$ cat src/rtl/prll_bs_gnrtr_n_rbtr_wrap.sv
// rtl/prll_bs_gnrtr_n_rbtr_wrap.sv - round-robin shared-bus model with flat 2-driver / 1-bus wrapper

// Single-bus engine: pops one word from the round-robin winner, then pushes it to its destination(s).
module bs_arbtr #(
  parameter int         bits      = 32,
  parameter int         drvrs     = 2,
  parameter logic [7:0] broadcast = 8'hFF
) (
  input  logic                        clk,
  input  logic                        i_rst,
  input  logic [drvrs-1:0]            i_pndng,
  input  logic [drvrs-1:0][bits-1:0]  i_d_pop,
  output logic [drvrs-1:0]            o_pop,
  output logic [drvrs-1:0]            o_push,
  output logic [bits-1:0]             o_d_bus
);

  localparam int PW = (drvrs > 1) ? $clog2(drvrs) : 1;

  typedef enum logic [1:0] {
    S_IDLE = 2'd0,
    S_POP  = 2'd1,
    S_PUSH = 2'd2
  } state_t;

  state_t           r_state;
  state_t           w_state_nxt;
  logic [PW-1:0]    r_ptr;
  logic [PW-1:0]    w_ptr_nxt;
  logic [PW-1:0]    r_win;
  logic [PW-1:0]    w_win_nxt;
  logic [PW-1:0]    w_rr_win;
  logic             w_rr_found;
  logic [PW:0]      w_cand_sum;
  logic [PW-1:0]    w_cand;
  logic [drvrs-1:0] r_pop;
  logic [drvrs-1:0] r_push;
  logic [drvrs-1:0] w_pop_nxt;
  logic [drvrs-1:0] w_push_nxt;
  logic [drvrs-1:0] w_dest_hit;
  logic [bits-1:0]  r_bus;
  logic [bits-1:0]  w_bus_nxt;
  logic [7:0]       w_dest;

  assign w_dest = r_bus[bits-1 -: 8];

  // Round-robin search: first pending driver at or after the priority pointer, wrapping around.
  always_comb begin
    w_rr_found = 1'b0;
    w_rr_win   = '0;
    w_cand_sum = '0;
    w_cand     = '0;
    for (int k = 0; k < drvrs; k++) begin
      w_cand_sum = {1'b0, r_ptr} + (PW+1)'(k);
      if (w_cand_sum >= (PW+1)'(drvrs)) begin
        w_cand_sum = w_cand_sum - (PW+1)'(drvrs);
      end
      w_cand = w_cand_sum[PW-1:0];
      if (!w_rr_found && i_pndng[w_cand]) begin
        w_rr_found = 1'b1;
        w_rr_win   = w_cand;
      end
    end
  end

  // Destination decode of the captured word; broadcast skips the driver that sourced it.
  always_comb begin
    w_dest_hit = '0;
    for (int j = 0; j < drvrs; j++) begin
      if (w_dest == 8'(j)) begin
        w_dest_hit[j] = 1'b1;
      end else if ((w_dest == broadcast) && (r_win != PW'(j))) begin
        w_dest_hit[j] = 1'b1;
      end
    end
  end

  // Next-state and next-output logic for the IDLE -> POP -> PUSH transfer sequence.
  always_comb begin
    w_state_nxt = r_state;
    w_ptr_nxt   = r_ptr;
    w_win_nxt   = r_win;
    w_bus_nxt   = r_bus;
    w_pop_nxt   = '0;
    w_push_nxt  = '0;
    case (r_state)
      S_IDLE: begin
        if (w_rr_found) begin
          w_pop_nxt[w_rr_win] = 1'b1;
          w_bus_nxt           = i_d_pop[w_rr_win];
          w_win_nxt           = w_rr_win;
          w_ptr_nxt           = (w_rr_win == PW'(drvrs - 1)) ? '0 : w_rr_win + PW'(1);
          w_state_nxt         = S_POP;
        end
      end
      S_POP: begin
        w_push_nxt  = w_dest_hit;
        w_state_nxt = S_PUSH;
      end
      S_PUSH: begin
        w_state_nxt = S_IDLE;
      end
      default: begin
        w_state_nxt = S_IDLE;
      end
    endcase
  end

  // State register; reset abandons any transfer in flight.
  always_ff @(posedge clk or posedge i_rst) begin
    if (i_rst) begin
      r_state <= S_IDLE;
    end else begin
      r_state <= w_state_nxt;
    end
  end

  // Registered strobes, bus word, winner and priority pointer.
  always_ff @(posedge clk or posedge i_rst) begin
    if (i_rst) begin
      r_pop  <= '0;
      r_push <= '0;
      r_bus  <= '0;
      r_win  <= '0;
      r_ptr  <= '0;
    end else begin
      r_pop  <= w_pop_nxt;
      r_push <= w_push_nxt;
      r_bus  <= w_bus_nxt;
      r_win  <= w_win_nxt;
      r_ptr  <= w_ptr_nxt;
    end
  end

  assign o_pop   = r_pop;
  assign o_push  = r_push;
  assign o_d_bus = r_bus;

endmodule

// Flat-port wrapper: two drivers on bus 0; any further buses have no drivers attached.
module prll_bs_gnrtr_n_rbtr_wrap #(
  parameter int         buses     = 1,
  parameter int         bits      = 32,
  parameter int         drvrs     = 2,
  parameter logic [7:0] broadcast = 8'hFF
) (
  input  logic            clk,
  input  logic            reset,
  input  logic            pndng_drvr_0_bus_0,
  input  logic            pndng_drvr_1_bus_0,
  input  logic [bits-1:0] D_pop_drvr_0_bus_0,
  input  logic [bits-1:0] D_pop_drvr_1_bus_0,
  output logic            pop_drvr_0_bus_0,
  output logic            pop_drvr_1_bus_0,
  output logic            push_drvr_0_bus_0,
  output logic            push_drvr_1_bus_0,
  output logic [bits-1:0] D_push_drvr_0_bus_0,
  output logic [bits-1:0] D_push_drvr_1_bus_0
);

  logic [buses-1:0][drvrs-1:0]            w_pndng;
  logic [buses-1:0][drvrs-1:0][bits-1:0]  w_d_pop;
  logic [buses-1:0][drvrs-1:0]            w_pop;
  logic [buses-1:0][drvrs-1:0]            w_push;
  logic [buses-1:0][bits-1:0]             w_d_bus;

  // Map the flat driver ports onto the bus/driver arrays; unattached slots stay idle.
  always_comb begin
    w_pndng       = '0;
    w_d_pop       = '0;
    w_pndng[0][0] = pndng_drvr_0_bus_0;
    w_pndng[0][1] = pndng_drvr_1_bus_0;
    w_d_pop[0][0] = D_pop_drvr_0_bus_0;
    w_d_pop[0][1] = D_pop_drvr_1_bus_0;
  end

  for (genvar b = 0; b < buses; b++) begin : g_bus
    bs_arbtr #(
      .bits      (bits),
      .drvrs     (drvrs),
      .broadcast (broadcast)
    ) u_arb (
      .clk     (clk),
      .i_rst   (reset),
      .i_pndng (w_pndng[b]),
      .i_d_pop (w_d_pop[b]),
      .o_pop   (w_pop[b]),
      .o_push  (w_push[b]),
      .o_d_bus (w_d_bus[b])
    );
  end

  assign pop_drvr_0_bus_0    = w_pop[0][0];
  assign pop_drvr_1_bus_0    = w_pop[0][1];
  assign push_drvr_0_bus_0   = w_push[0][0];
  assign push_drvr_1_bus_0   = w_push[0][1];
  assign D_push_drvr_0_bus_0 = w_d_bus[0];
  assign D_push_drvr_1_bus_0 = w_d_bus[0];

endmodule

$ cat config.mk
export PLATFORM = sky130hd
export DESIGN_NAME = prll_bs_gnrtr_n_rbtr_wrap
export DESIGN_NICKNAME = d
export VERILOG_FILES = /design/src/rtl/prll_bs_gnrtr_n_rbtr_wrap.sv
export SDC_FILE = /design/constraint.sdc
export NUM_CORES = 1
export LEC_CHECK = 0
export ABC_AREA = 1
export ABC_CLOCK_PERIOD_IN_PS = 1300
export CORE_AREA = 2 2 95 70
export DETAILED_ROUTE_END_ITERATION = 6
export DIE_AREA = 0 0 97 72
export PLACE_DENSITY_LB_ADDON = 0.2
export SETUP_SLACK_MARGIN = 0.05
export SLEW_MARGIN = 15
export SYNTH_ARGS = -nofsm -noshare
export SYNTH_HDL_FRONTEND = slang
export SYNTH_HIERARCHICAL = 1
export SYNTH_SLANG_ARGS = --single-unit
$ cat constraint.sdc
create_clock -name clk -period 1.3 [get_ports clk]
set_input_delay 0.13 -clock clk [delete_from_list [all_inputs] [get_ports clk]]
set_output_delay 0.13 -clock clk [all_outputs]
set_load 0.01 [all_outputs]
Word level (Yosys, flattened, before mapping)

Index checks and enable logic that the tools add are counted.
Widths: inputs -> output; s select.

$add $sub $neg: 4
$lt $le $gt $ge: 6
Equal/unequal tests: 4
Multiplexer cells: 24
Bitwise gates (word level): 1
Reduce and logical (&&, ||, !) cells: 8

Operators with widths:

| operator            | count |
|---|---|
| $mux 32             | 2 |
| $mux 1              | 16 |
| $eq 8x1->1 const B  | 1 |
| $eq 8x8->1 const B  | 1 |
| $logic_not 8->1     | 1 |
| $mux 2              | 4 |
| $lt 1x2->1 const B  | 3 |
| $logic_and 1x1->1   | 4 |
| $pmux 2 s2          | 1 |
| $add 1x1->2 const B | 1 |
| $eq 2x1->1 const B  | 1 |
| $ge 1x2->1 const B  | 1 |
| $ge 2x2->1 const B  | 1 |
| $logic_not 2->1     | 1 |
| $ne 2x1->1 const B  | 1 |
| $reduce_and 2->1    | 1 |
| $sub 1x1->1 const B | 2 |
| $add 1x1->1 const B | 1 |
| $demux 1 s1         | 1 |
| $ge 1x1->1 const B  | 1 |
| $logic_not 1->1     | 1 |
| $not 1->1           | 1 |

Register bits after elaboration: 40
Bits of input ports: 68
Output and inout port bits: 68

Logic depth before layout (Yosys ltp)

Word-level depth: 14
Gate-level depth with buffers: 7

Modules after synthesis

Netlist, hierarchy kept.

Modules (own cells, without submodules):

| module                    | times used | cells an instance | area an instance (um^2) | seq. area each (um^2) |
|---|---|---|---|---|
| bs_arbtr                  | 1          | 226               | 1866.8                  | 1001.0 |
| prll_bs_gnrtr_n_rbtr_wrap | 1          | 32                | 240.2                   | 0.0 |

Least setup slack after synthesis

OpenSTA, ideal clock, no wires.

Path kind: register to register
Start point: reg g_bus[0].u_arb.r_state[1]
End point: reg g_bus[0].u_arb.r_bus[24]
Library setup time: 0.124 ns
Arrival time: 1.008 ns
Required time: 1.176 ns
Setup slack: 0.167 ns
Stages on the path, launching flop included: 8
Buffers on the path: 1
Path through: dfrtp_1 nor2_1 inv_2 nor2_8 inv_2 buf_6 nand2_1 nand3_1

Word-level cells in the longest chain between the ends: 2

RTL lines:

| what                       | RTL line | RTL |
|---|---|---|
| from (decl)                | 26       | `state_t r_state;` |
| from (signal assigned)     | 114      | `r_state <= w_state_nxt;` |
| $logic_not 2->1            | 86       | `case (r_state)` |
| $reduce_and 2->1 (no line) | -        |  |
| to (signal assigned)       | 129      | `r_bus <= w_bus_nxt;` |
| to (decl)                  | 41       | `logic [bits-1:0] r_bus;` |

No other way between the ends.
A chain may end at the register's enable or synchronous reset.

Worst setup path after layout

Start point: reg g_bus[0].u_arb.r_state[0]
End point: reg g_bus[0].u_arb.r_bus[23]

The elaborated chain is that of the path after synthesis.

==> flow_metrics.py <==
metrics = {
    "pwr": {
        "p_comb_share_pct": 62.8,
        "p_sw_mw": 3.60,
        "p_seq_share_pct": 27.2,
        "vdd_drop_max_mv": 1.17,
        "power.density_mw_per_mm2": 2190,
        "swShare_pct": 41.5,
        "internal-power_mw": 5.09,
        "clkPwrFrac_pct": 10.0,
        "p_leak_nw": 2.03,
    },
    "clock_tree": {
        "clkSinkCount": 40,
        "clk_pin_slew_worst_paths_ns": 0.08,
        "cts-root-buf": "clkbuf_8",
        "clkLatencyLatePin_ns": 0.29,
        "cts_tree": "yes",
        "cts_buffer_depth": 2,
        "numCtsBuffers": 5,
        "holdBufCountCts": 0,
        "ctsHtreeMaxLevel": 2,
    },
    "logic_synthesis": {
        "ys_seq_area_share_pct": 47.5,
        "synth_top_cells_by_area": "dfrtp_1 (48%), nand3_1 (16%), nand2_1 (14%), buf_4 (14%), inv_1 (2.5%)",
        "synth-seq-cells": 40,
        "synth_cell_type_count": 16,
        "synthesis.instances": 258,
        "ys_warn_count": 6,
        "async_reset_ff_share_pct": 100,
        "synth_edf_count": 0,
        "synth_common_cells": "nand2_1 (77), nand3_1 (66), dfrtp_1 (40)",
        "synth_top_area_share_pct": 47.5,
        "synth_most_common_cell": "nand2_1",
        "ys.flop_type": "dfrtp_1",
        "synth_area_leader_cell": "dfrtp_1",
        "syn_nets": 326,
        "synth_area_mm2": 0.00211,
        "synth.avg_cell_area_um2": 8.17,
    },
    "timing": {
        "finalSetupViolations": 27,
        "tightest_slew_ns": 0.271,
        "clock.fmax_ghz": 0.740,
        "worst_slew_margin_rel_pct": 81.9,
        "finalMaxSlewViolations": 0,
        "finClkSkew_ns": 0.00342,
        "rsz0062_at_grt": "yes",
        "setup_slack_ns": -0.0513,
        "hold_viol": 0,
        "holdWs_ns": 0.177,
        "min_period_ns": 1.35,
        "finalCritPeriodShare_pct": 104,
    },
    "run_status": {
        "violations": "negative setup slack",
        "status": "finished with violations",
    },
    "final_layout": {
        "final_area_mm2": 0.00396,
        "final-instance-count-excl-fill": 470,
        "areaGrowthSynthToFinish_pct": 88.1,
        "drive_gt1_share_pct": 27.0,
        "antenna_cells": 0,
        "nets": 459,
        "fillCellCount": 550,
    },
    "routing": {
        "vias_per_cell": 4.60,
        "drt-pass1-iter-count": 4,
        "drt_wl_total_mm": 6.69,
        "drcViolationCount": 0,
        "via_count": 2164,
        "drt_iter0_markers": 77,
        "postRouteAntennaNets": 0,
        "wl_per_cell_um": 14.2,
    },
    "floorplanning": {
        "initial_core_util_pct": 34.9,
        "die_width_um": 97,
        "die_area_mm2": 0.00698,
        "coreArea_mm2": 0.00604,
        "ios": 136,
        "fp-row-count": 24,
        "die_h_um": 72,
    },
    "worst_setup_path": {
        "cp_data_arrival_time_ns": 1.58,
        "ff2ff_path_depth": 8,
        "critPathCaptureType": "flop",
        "required_ns": 1.53,
        "worst-setup-path-type": "flop to flop",
        "path_max_fanout": 8,
        "cp-start-kind": "flop",
    },
    "placed_design": {
        "numPlacedInstances": 438,
        "placed_area_mm2": 0.00334,
        "hpwl_mm": 4.16,
        "gp_congestion": 0.707,
        "io_buffers": 135,
    },
    "grt": {
        "antenna_found_initial": 0,
        "grt_max_degree": 41,
        "grt_use_total_pct": 18.2,
        "grt_pass1_vias": 2128,
        "grt_pass1_wl_mm": 10.2,
        "grt_overflow": 0,
    },
    "flow_run": {
        "maxCapViolations": 0,
    },
    "hold_path": {
        "hold_class": "primary input to async pin",
    },
}
per-stage QoR:
step	setup slack (ns)	power, mW	util (%)	TNS (ns)
2_1_floorplan	0.167	4.91	-	0
3_3_place_gp	-0.297	6.85	55.4	-9.83
3_5_place_dp	-0.348	6.94	55.4	-11.25
4_1_cts	-0.0389	8.29	62.6	-0.433
5_1_grt	-0.133	9.32	65.7	-3.02
6_report	-0.0513	8.69	65.7	-0.594
routing by layer:
layer  global-route usage [%]  up-vias  wire [µm]
li1                         -     1068          -
met1                     24.3     1015       3160
met2                     29.9       76       3050
met3                     5.30        5        430
met4                     4.23        0         52
met5                        0        -          0
repair_timing:
item	in CTS	in global routing
setup buffers	18	2
gates cloned	3	4
pin swaps	9	10
setup endpoints to repair	102	36
resized for setup	128	34
kinds of logic (layout without fill, tap and decap cells):
logic type	Yosys count	count (layout)	share of synthesized area, %
compound gates	4	4	1.07
buf+inv	60	193	18.7
flops	40	40	47.5
simple gates	154	155	32.7
state kept, by name, indices dropped and copies added (netlist names):
signal / cells
g_bus.u_arb/r_win: 1
g_bus.u_arb/o_d_bus: 32
g_bus.u_arb/r_ptr: 1
g_bus.u_arb/r_state: 2
g_bus.u_arb/o_push: 2
g_bus.u_arb/o_pop: 2
cell type report:
type | instances | area (µm²) | area share, %
Clock buffer | 6 | 82.6 | 2.08
Sequential cell | 40 | 1000 | 25.3
Timing Repair Buffer | 169 | 1700 | 42.9
Clock inverter | 2 | 10.0 | 0.253
Tap cell | 78 | 97.6 | 2.46
Inverter | 16 | 67.6 | 1.70
Multi-Input combinational cell | 159 | 1000 | 25.3
cell usage in the layout, fill, tap and decap left out:
cell | Yosys | final
buf_8 | 0 | 1
buf_12 | 0 | 5
inv_2 | 2 | 2
buf_6 | 3 | 10
nand2_2 | 1 | 18
buf_16 | 0 | 1
o21ai_0 | 1 | 1
nand2_4 | 0 | 18
clkbuf_16 | 0 | 3
nor2_8 | 1 | 1
dfrtp_1 | 40 | 40
nor2_4 | 1 | 2
a21oi_1 | 2 | 2
nor2_1 | 7 | 6
o21bai_1 | 1 | 1
inv_1 | 14 | 13
clkbuf_8 | 0 | 6
buf_4 | 38 | 14
nor2_2 | 1 | 2
nand2_1 | 77 | 42
nand3_1 | 66 | 46
clkinv_2 | 0 | 2
clkdlybuf4s50_1 | 0 | 67
nand3_2 | 0 | 20
inv_8 | 0 | 1
dlygate4sd2_1 | 0 | 68
critical path: stages, from the launching register on:
cell and delay (ns):
dfrtp_1 0.39, nor2_2 0.13, inv_2 0.06, buf_6 0.12, nor2_8 0.15, buf_6 0.14
clkbuf_16 0.14, nand3_1 0.06, nand3_1 0.08
power by group through the flow:
stage	sequential, mW	combinational (mW)	clock (mW)
2_1_floorplan	2.52	2.40	0
3_3_place_gp	2.33	4.51	0
3_5_place_dp	2.35	4.59	0
4_1_cts	2.33	5.06	0.897
5_1_grt	2.46	5.91	0.943
6_report	2.36	5.46	0.869
worst paths after layout:
path	from	end	slack [ns]
max in group asynchronous	reset	g_bus[0].u_arb/o_d_bus[10]$_DFFE_PP0P_	0.92
min in group clk	D_pop_drvr_1_bus_0[26]	g_bus[0].u_arb/o_d_bus[26]$_DFFE_PP0P_	0.40
setup reg to reg	g_bus[0].u_arb/r_state[0]$_DFFE_PP0P_	g_bus[0].u_arb/o_d_bus[23]$_DFFE_PP0P_	-0.05
hold / removal	reset	g_bus[0].u_arb/o_d_bus[16]$_DFFE_PP0P_	0.18
hold reg to reg	g_bus[0].u_arb/r_state[1]$_DFFE_PP0P_	g_bus[0].u_arb/r_state[1]$_DFFE_PP0P_	0.47
setup / recovery	g_bus[0].u_arb/r_state[0]$_DFFE_PP0P_	g_bus[0].u_arb/o_d_bus[23]$_DFFE_PP0P_	-0.05
Power figures use the tool's default switching activity.
==> variant (config.mk and constraints unchanged) <==
`broadcast` is set to 8'hFF in 2 places; all go to 8'h80.
--- a/src/rtl/prll_bs_gnrtr_n_rbtr_wrap.sv
+++ b/src/rtl/prll_bs_gnrtr_n_rbtr_wrap.sv
@@ -5,5 +5,5 @@
   parameter int         bits      = 32,
   parameter int         drvrs     = 2,
-  parameter logic [7:0] broadcast = 8'hFF
+  parameter logic [7:0] broadcast = 8'h80
 ) (
   input  logic                        clk,
@@ -144,5 +144,5 @@
   parameter int         bits      = 32,
   parameter int         drvrs     = 2,
-  parameter logic [7:0] broadcast = 8'hFF
+  parameter logic [7:0] broadcast = 8'h80
 ) (
   input  logic            clk,
Function: changed (a bounded check fails within 4 cycles, from zero or initial values and one cycle with reset high).
==> variant against the original RTL <==
  * Worst hold slack worse by 0.0039 ns
  * Wire length is 0.37% lower
  * Non-clock buffer count fell by 11
  * Area after synthesis grew 3.0%
  * Die area did not move
  * Power down 16%
  * Setup slack improved by 0.14 ns
  * Sequential cell count did not move
  * Cell area fell by 13%
  * Sequential share of layout area is 3.7 points higher
  * Largest cell class unchanged
==> variant: results (changes against the original RTL) <==
* Setup repair bufs after CTS at 5 (-13)
* Met1 Use GR at 26.43% (+2.1 points)
* Seq/Total Area, Yosys at 46.14% (-1.4 points)
* Compound-gate portion of the synthesized area at 1.961% (+0.89 points)
* DP Area at 0.003390 mm2 (+1.4%)
* Gr usage total at 18.69% (+0.44 points)
* Number of global-route vias before repair at 2155 (+1.3%)
* Met3 Use GR at 5.106% (-0.19 points)
* Met3 WL at 554 um (+29%)
* Worst Path Arrival at 1.43 ns (-0.15 ns)
* Dpl cells at 426 (-2.7%)
* Critical-path maximum fanout at 20 (+12)
* Worst reg2reg setup slack at 0.09 ns (+0.14 ns)
* # fillers at 558 (+1.5%)
* Most numerous cell in the Yosys netlist: nand3_1
* Cell count of the worst reg-to-reg path at 4 (-4)
* Hold Slack at 0.1734 ns (-0.003930 ns)
* Met1 Wirelength at 3072 um (-2.8%)
* Maximum VDD drop at 0.0009549 V (-18%)
* DR iter-0 viols at 152 (+97%)
* DRT Wirelength at 6667 um (-0.37%)
* Status: finished clean
* Top cells by area, synth: dfrtp_1 46%, nand3_1 15%, buf_4 14%, nand4_1 9.2%, nand2_1 6.6%
* Share of post-route cells with drive strength above 1 at 10.22% (-17 points)
* Pre-CTS setup slack at -0.08129 ns (+0.2663 ns)
* HPWL Detailed at 4782 um (+15%)
* Met2 GRT Util at 28.94% (-0.93 points)
* RR Endpoint: g_bus[0].u_arb/o_d_bus[25]
* Netlist cell types at 18 (+2)
* Count of cells resized by post-cts repair at 69 (-46%)
* Leakage at 1.693 nW (-17%)
* Commonest cells post-synth: 67 x nand3_1, 40 x buf_4, 40 x dfrtp_1
* Vias per Instance at 5.009 (+8.8%)
* Final cell count without fillers at 440 (-6.4%)
* Clk_skew at 0.005949 ns (+0.002531 ns)
* RePlAce Congestion at 0.7381 (+4.4%)
[variant: cell count changes after synthesis, moves of 4 or more]
cell,change
nand2_1,-39
inv_1,-6
nor2_1,-4
nand4_1,+32
[variant: worst max-delay path: stages (launching register included)]
cell and delay, ns:
dfrtp_1 0.41, nor2_4 0.22, buf_4 0.28, nand4_1 0.14, nand3_1 0.10
[variant: how the worst max path moves through the flow]
stage | endpoint | slack [ns] | depth (start not counted)
after floorplan | g_bus[0].u_arb/o_d_bus[0] | 0.25 | 1
after global placement | g_bus[0].u_arb/r_win | -0.08 | 6
after detailed placement | g_bus[0].u_arb/r_win | -0.08 | 6
after CTS | g_bus[0].u_arb/o_d_bus[19] | 0.06 | 4
after global routing | g_bus[0].u_arb/o_d_bus[27] | 0.01 | 4
final | g_bus[0].u_arb/o_d_bus[25] | 0.09 | 4
[variant: cell type report]
class | instances | share of cell area (%)
Timing Repair Buffer | 158 | 42.60
Sequential cell | 40 | 28.99
Multi-Input combinational cell | 147 | 21.93
Tap cell | 78 | 2.823
Clock buffer | 6 | 2.389
Inverter | 9 | 0.9772
Clock inverter | 2 | 0.2895
[variant: power breakdown]
| part | switching, mW | leakage, nW | internal, mW | total, mW |
|---|---|---|---|---|
| combinational | 2.25 | 1.15 | 1.97 | 4.22 |
| sequential | 0.447 | 0.496 | 1.83 | 2.27 |
| clock | 0.426 | 0.0510 | 0.424 | 0.850 |
[variant: kinds of logic after synthesis]
kind of cell,count (synthesis)
AND/OR/NAND/NOR,143
AO/OA/AOI/OAI,4
buffers and inverters,61
flip-flops,40
[variant: through the flow]
stage | utilization, % | setup TNS (ns)
after floorplan | - | 0
after global placement | 56.16 | -1.266
after detailed placement | 56.16 | -1.602
after CTS | 56.92 | 0
after global routing | 57.28 | 0
final | 57.28 | 0
